--- src/rtl/graph_loader.sv ---
`default_nettype none
// graph_loader: collects undirected edges into a flat adjacency matrix, holds the
// finished graph for a consumer, then flushes for the next one.  Rev 1.0
module graph_loader #(
  parameter int N_NODES = 3,
  localparam int IW = ($clog2(N_NODES) < 1) ? 1 : $clog2(N_NODES),
  localparam int CW = $clog2(N_NODES * (N_NODES - 1) / 2 + 1)
) (
  input  logic                         clk,
  input  logic                         rst_n,
  input  logic                         clear,
  input  logic                         edge_valid,
  output logic                         edge_ready,
  input  logic [IW-1:0]                edge_src,
  input  logic [IW-1:0]                edge_dst,
  input  logic                         edge_last,
  output logic [N_NODES*N_NODES-1:0]   graph,
  output logic                         graph_valid,
  input  logic                         graph_ack,
  output logic [CW-1:0]                edge_count,
  output logic [3:0]                   err_count
);

  typedef enum logic [1:0] {
    LOAD  = 2'd0,
    HOLD  = 2'd1,
    FLUSH = 2'd2
  } state_t;

  localparam logic [IW:0] N_LIM = (IW + 1)'(N_NODES);

  state_t                       state, state_nx;
  logic                         accept, in_range, good_edge, is_new, go_flush;
  logic [N_NODES*N_NODES-1:0]   mask;

  assign edge_ready  = (state == LOAD);
  assign graph_valid = (state == HOLD);
  // clear wins over acceptance in the same cycle
  assign accept      = edge_valid && edge_ready && !clear;
  assign in_range    = ({1'b0, edge_src} < N_LIM) && ({1'b0, edge_dst} < N_LIM);
  assign good_edge   = in_range && (edge_src != edge_dst);
  assign is_new      = ((graph & mask) == '0);
  assign go_flush    = (state_nx == FLUSH);

  always_comb begin
    mask = '0;
    for (int i = 0; i < N_NODES; i++) begin
      for (int j = 0; j < N_NODES; j++) begin
        if ((edge_src == IW'(i) && edge_dst == IW'(j)) ||
            (edge_src == IW'(j) && edge_dst == IW'(i)))
          mask[i*N_NODES+j] = 1'b1;
      end
    end
  end

  always_comb begin
    state_nx = state;
    case (state)
      LOAD:    if (accept && edge_last) state_nx = HOLD;
      HOLD:    if (graph_ack) state_nx = FLUSH;
      FLUSH:   state_nx = LOAD;
      default: state_nx = LOAD;
    endcase
    if (clear) state_nx = FLUSH;
  end

  always_ff @(posedge clk or negedge rst_n) begin
    if (!rst_n) state <= LOAD;
    else        state <= state_nx;
  end

  // Contents are zeroed on entry to FLUSH so the flush cycle already shows 0.
  always_ff @(posedge clk or negedge rst_n) begin
    if (!rst_n) begin
      graph      <= '0;
      edge_count <= '0;
      err_count  <= '0;
    end else if (go_flush) begin
      graph      <= '0;
      edge_count <= '0;
      err_count  <= '0;
    end else if (accept) begin
      if (good_edge) begin
        graph <= graph | mask;
        if (is_new) edge_count <= edge_count + CW'(1);
      end else if (err_count != 4'hF) begin
        err_count <= err_count + 4'd1;
      end
    end
  end

endmodule
`default_nettype wire

--- config.mk ---
export PLATFORM = sky130hd
export DESIGN_NAME = graph_loader
export DESIGN_NICKNAME = d
export VERILOG_FILES = /design/src/rtl/graph_loader.sv
export SDC_FILE = /design/constraint.sdc
export NUM_CORES = 1
export LEC_CHECK = 0
export BUFFER_PORTS_ARGS = -buffer_cell sky130_fd_sc_hd__buf_2
export CAP_MARGIN = 30
export CELL_PAD_IN_SITES_DETAIL_PLACEMENT = 1
export CELL_PAD_IN_SITES_GLOBAL_PLACEMENT = 1
export CORE_ASPECT_RATIO = 1.25
export CORE_UTILIZATION = 33
export CTS_CLUSTER_DIAMETER = 40
export DETAILED_ROUTE_END_ITERATION = 10
export PLACE_DENSITY_LB_ADDON = 0.12
export SLEW_MARGIN = 20
export SYNTH_ARGS = -nofsm -noshare
export SYNTH_HDL_FRONTEND = slang
export SYNTH_SLANG_ARGS = --single-unit
--- constraint.sdc ---
create_clock -name clk -period 1.8 [get_ports clk]
set_clock_uncertainty 0.15 [all_clocks]
set_input_delay 0.18 -clock clk [delete_from_list [all_inputs] [get_ports clk]]
set_output_delay 0.18 -clock clk [all_outputs]
set_load 0.05 [all_outputs]
Word level (Yosys, flattened, before mapping) --
Cells that the tools add are included.
Storage, ports and cells: word-level logic and storage cells 69, output and inout bits 17, bits in registers 17, input port bits 10
Cells by class: multiplexer cells 21, reductions and logical operators 29, add/subtract/negate cells 2, equal/unequal tests 9, bitwise operators 2, magnitude comparators 2
Operator list (count):
- 9-bit two-way mux | 3
- 4-bit two-way mux | 4
- 1-bit logical AND | 14
- 2-bit two-way mux | 7
- 9-bit bitwise AND | 1
- 9-bit zero test | 1
- 9-bit OR | 1
- 2-bit nonzero test | 4
- 2-bit by 1-bit == test with 1-bit output (second input constant) | 3
- 2-bit == test (second input constant) | 3
- 2-bit zero test | 3
- 1-bit two-way mux | 6
- 3-bit AND reduction | 2
- 4-bit by 1-bit adder with 4-bit output (second input constant) | 1
- 2-bit less-than comparator (second input constant) | 2
- 4-bit != test (second input constant) | 1
- 2-bit one-hot mux with 2 select lines | 1
- 1-bit logical OR | 3
- 2-bit by 1-bit adder with 2-bit output (second input constant) | 1
- 2-bit by 1-bit != test with 1-bit output (second input constant) | 1
- 2-bit != test | 1
- 2-bit AND reduction | 1
- 1-bit zero test | 1

Logic depth before layout (Yosys ltp) --
word-level depth 10, depth in mapped cells 6, depth with buffers taken out 6

Worst setup path after synthesis --
No wires, ideal clock.
path kind register to register, start point register graph[7], end point register edge_count[1], data arrival time 1.604 ns, path slack -0.032 ns, library setup time 0.078 ns, stages on the path, launching flop included 6, data required time 1.572 ns, path through dfrtp_1 o21ai_0 and3_2 a311oi_1 o21ai_0 a21oi_1
On the way: word-level cells in the longest chain between the ends 4
Ends and longest elaborated chain:
- start, declared | line 17 | output logic [N_NODES*N_NODES-1:0] graph,
- start signal, assigned | line 84 | graph <= graph | mask;
- 9-bit bitwise AND | line 42 | assign is_new = ((graph & mask) == '0);
- 9-bit zero test | line 42
- 2-bit nonzero test (no line)
- 3-bit AND reduction (no line)
- end signal, assigned | line 85 | if (is_new) edge_count <= edge_count + CW'(1);
- end, declared | line 20 | output logic [CW-1:0] edge_count,
No other way between the ends. A chain may end at the register's enable or synchronous reset.

Worst setup path in the final report --
start point register state[0], end point register edge_count[0]
On the way: word-level cells in the longest chain between the ends 10, elaborated cells between the ends (all ways) 15
Ends and longest elaborated chain:
- start, declared | line 32 | state_t state, state_nx;
- start signal, assigned | line 69 | else state <= state_nx;
- 2-bit zero test | line 36, 58
- 1-bit logical AND (2 in series) | line 39 | assign accept = edge_valid && edge_ready && !clear;
- 1-bit logical AND | line 59 | LOAD: if (accept && edge_last) state_nx = HOLD;
- 2-bit two-way mux | line 59
- 2-bit one-hot mux with 2 select lines | line 58 | case (state)
- 2-bit two-way mux | line 64 | if (clear) state_nx = FLUSH;
- 2-bit == test | line 43 | assign go_flush = (state_nx == FLUSH);
- 2-bit nonzero test (no line)
- 3-bit AND reduction (no line)
Parallel ways exist; a longest one is shown, timed or not.

==> reports/metrics.yaml <==
cp_max_fo: 2
hold_viol_final: 0
rr_endpoint: "edge_count[0]$_DFFE_PN0P_"
grt_pass1_wl_um: 3450
h-tree-depth: 1
start_util_pct: 35.6
synthTopCellsByCount: "17 x dfrtp_1, 14 x nor2_1, 6 x o21a_1"
portBuffers: 26
hold_end: "state[0]$_DFF_PN0_"
pre_cts_ws_ns: -0.0955
via_per_inst: 5.03
ant_nets: 0
synth_top_area_share_pct: 48.2
synth-edff-count: 0
fmax_mhz: 534
worst_r2r_path_depth: 5
dp_hpwl_um: 1510
cts_tree: "built"
drt_wl_total_um: 2070
finalWeightedCongestion: 0.718
wire_per_inst_um: 13.3
power_mw: 0.756
avgSynthCellArea_um2: 10.0
post-route-util_pct: 47.8
die_width_um: 48.2
critPathRequiredTime_ns: 1.86
cts_buffer_depth: 2
internal_power_mw: 0.533
path_clk_slew_ns: 0.09
fp.dieArea_mm2: 0.00288
drive_gt1_share_pct: 42.3
swShare_pct: 29.5
arrival_ns: 1.94
vias: 784
post-route-period-util_pct: 104
synth_ff_type: "dfrtp_1"
cp-end-kind: "flip-flop"
die_y_um: 59.8
rsz0062_at_grt: "yes"
maxSlewHeadroom_pct: 74.5
start_kind: "flip-flop"
seq_area_frac_synth_pct: 48.2
synth_top_cell_by_area: "dfrtp_1"
maxCapViolations: 0
clkSinkCount: 17
fin_ws_ns: -0.0729
async_flop_share_pct: 100
yosysMostFrequentCell: "dfrtp_1"
tns_ns: -0.123
path_class: "flip-flop to flip-flop"
core-area_mm2: 0.00248
synth_area_um2: 882
tightestPinTransition_ns: 0.383
status: "finished, violations left"
grt_overflow_total: 0
antenna_cells: 0
route.detailed.drc: 0
cts_buffers: 3
synth.distinct_cells: 34
p_comb_share_pct: 21.1
whs_path_depth: 3
antenna_found_initial: 0
grt_max_degree: 18
leakagePower_nw: 0.589
std_cell_rows: 20
setup_viol: 2
slew_viol_final: 0
grt.total_usage_pct: 16.9
hp-start: "graph_ack"
clockRootBuffer: "clkbuf_4"
r2r_start: "state[0]$_DFF_PN0_"
synthToLayoutAreaGrowth_pct: 34.3
clk_latency_ns: 0.28
synth_cells: 88
ys_ff_latch: 17
hp-class: "input port to flip-flop"
synth_warnings: 0
seq_power_share_pct: 53.0
violations: "setup timing"
period_minus_slack_ns: 1.87
ios: 27
p_sw_mw: 0.223
synthesis.nets: 99
grt_pass1_vias: 761
final_nets: 135
p_clk_share_pct: 25.9
rrSetupSlack_ns: -0.07
synthTopCellsByArea: "dfrtp_1 48%, nor2_1 6.0%, o21a_1 5.1%, xor2_1 3.0%, mux2i_1 2.3%"
vdd_ir_drop_max_uv: 426
first_pass_iters: 4
cellPowerDensity_mw_per_mm2: 638
detail_route.iter0.violations: 6
## cell usage in the layout (no fill, tap or decap), types with 2 or more instances in the layout
cell type	n
a21oi_1	2
a21oi_2	2
and2_1	3
buf_2	26
buf_4	7
clkbuf_4	3
dfrtp_1	15
dfrtp_2	2
dlygate4sd3_1	2
inv_1	3
mux2i_1	2
nand2_1	3
nand3_1	2
nor2_1	14
o21a_1	6
o21ai_0	4
or3_1	2
xor2_1	3
## kinds of logic (layout without fill, tap and decap cells)
group | after synthesis | after routing | synth area share (%)
simple gates | 35 | 35 | 21.0
mux | 2 | 2 | 2.27
flops | 17 | 17 | 48.2
compound gates | 22 | 22 | 17.9
xor+xnor | 4 | 4 | 3.97
fa+ha+maj | 1 | 1 | 1.42
buf+inv | 7 | 42 | 5.25
## routing by layer
metal	share of wire (%)	global-route usage [%]	wire, um	up-vias
met5	0	0	0	-
met4	1.0	8.33	21	0
met3	3.3	1.81	68	2
met2	50	26.9	1040	20
met1	46	22.1	945	383
li1	-	-	-	379
## power by group through the flow
stage / Sequential, mW / Combinational [mW] / Clock, mW
floorplan: 0.437 / 0.0649 / 0
global placement: 0.407 / 0.138 / 0
detailed placement: 0.408 / 0.140 / 0
CTS: 0.401 / 0.153 / 0.210
global route: 0.403 / 0.173 / 0.225
finish: 0.400 / 0.160 / 0.196
## worst max path at each step
| stage | from | end | slack, ns | depth (start not counted) |
|---|---|---|---|---|
| floorplan | state[1]$_DFF_PN0_ | edge_count[1]$_DFFE_PN0P_ | -0.02 | 5 |
| global placement | state[1]$_DFF_PN0_ | err_count[3]$_DFFE_PN0P_ | -0.03 | 6 |
| detailed placement | state[1]$_DFF_PN0_ | edge_count[1]$_DFFE_PN0P_ | -0.1 | 5 |
| CTS | state[1]$_DFF_PN0_ | edge_count[1]$_DFFE_PN0P_ | -0.05 | 5 |
| global route | state[0]$_DFF_PN0_ | edge_count[0]$_DFFE_PN0P_ | -0.13 | 5 |
| finish | state[0]$_DFF_PN0_ | edge_count[0]$_DFFE_PN0P_ | -0.07 | 5 |
## metrics by stage
stage          hold slack (ns)  instance area (um2)  instances
2_1_floorplan           -0.266                  885         88
3_3_place_gp           -0.0254                 1060        148
3_5_place_dp           -0.0234                 1060        148
4_1_cts                 0.0892                 1150        155
5_1_grt                  0.111                 1180        156
6_report                 0.102                 1180        156
## critical path: stages, from the launching register on
cell and delay (ns):
dfrtp_1 0.40, or4b_4 0.53, a31oi_4 0.18, nand2_2 0.07, or3_4 0.34, a21oi_2 0.14
## repair_timing
action,in CTS,in global routing
buffers inserted,1,1
pin swaps,2,5
endpoints found under the setup margin,3,3
gates resized for setup,6,5
hold buffers,2,0
hold endpoints to repair,18,0
## flip-flops by register name (all words and copies together) (netlist names)
| name | count |
|---|---|
| err_count | 4 |
| state | 2 |
| edge_count | 2 |
| graph | 9 |
## final cells by class
class / instances / area (um2)
Fill cell: 302 / 1290
Multi-Input combinational cell: 64 / 475
Sequential cell: 17 / 428
Timing Repair Buffer: 35 / 203
Tap cell: 33 / 41.3
Clock buffer: 4 / 26.3
Inverter: 3 / 11.3
No activity file was read; power rests on OpenSTA's default activity.
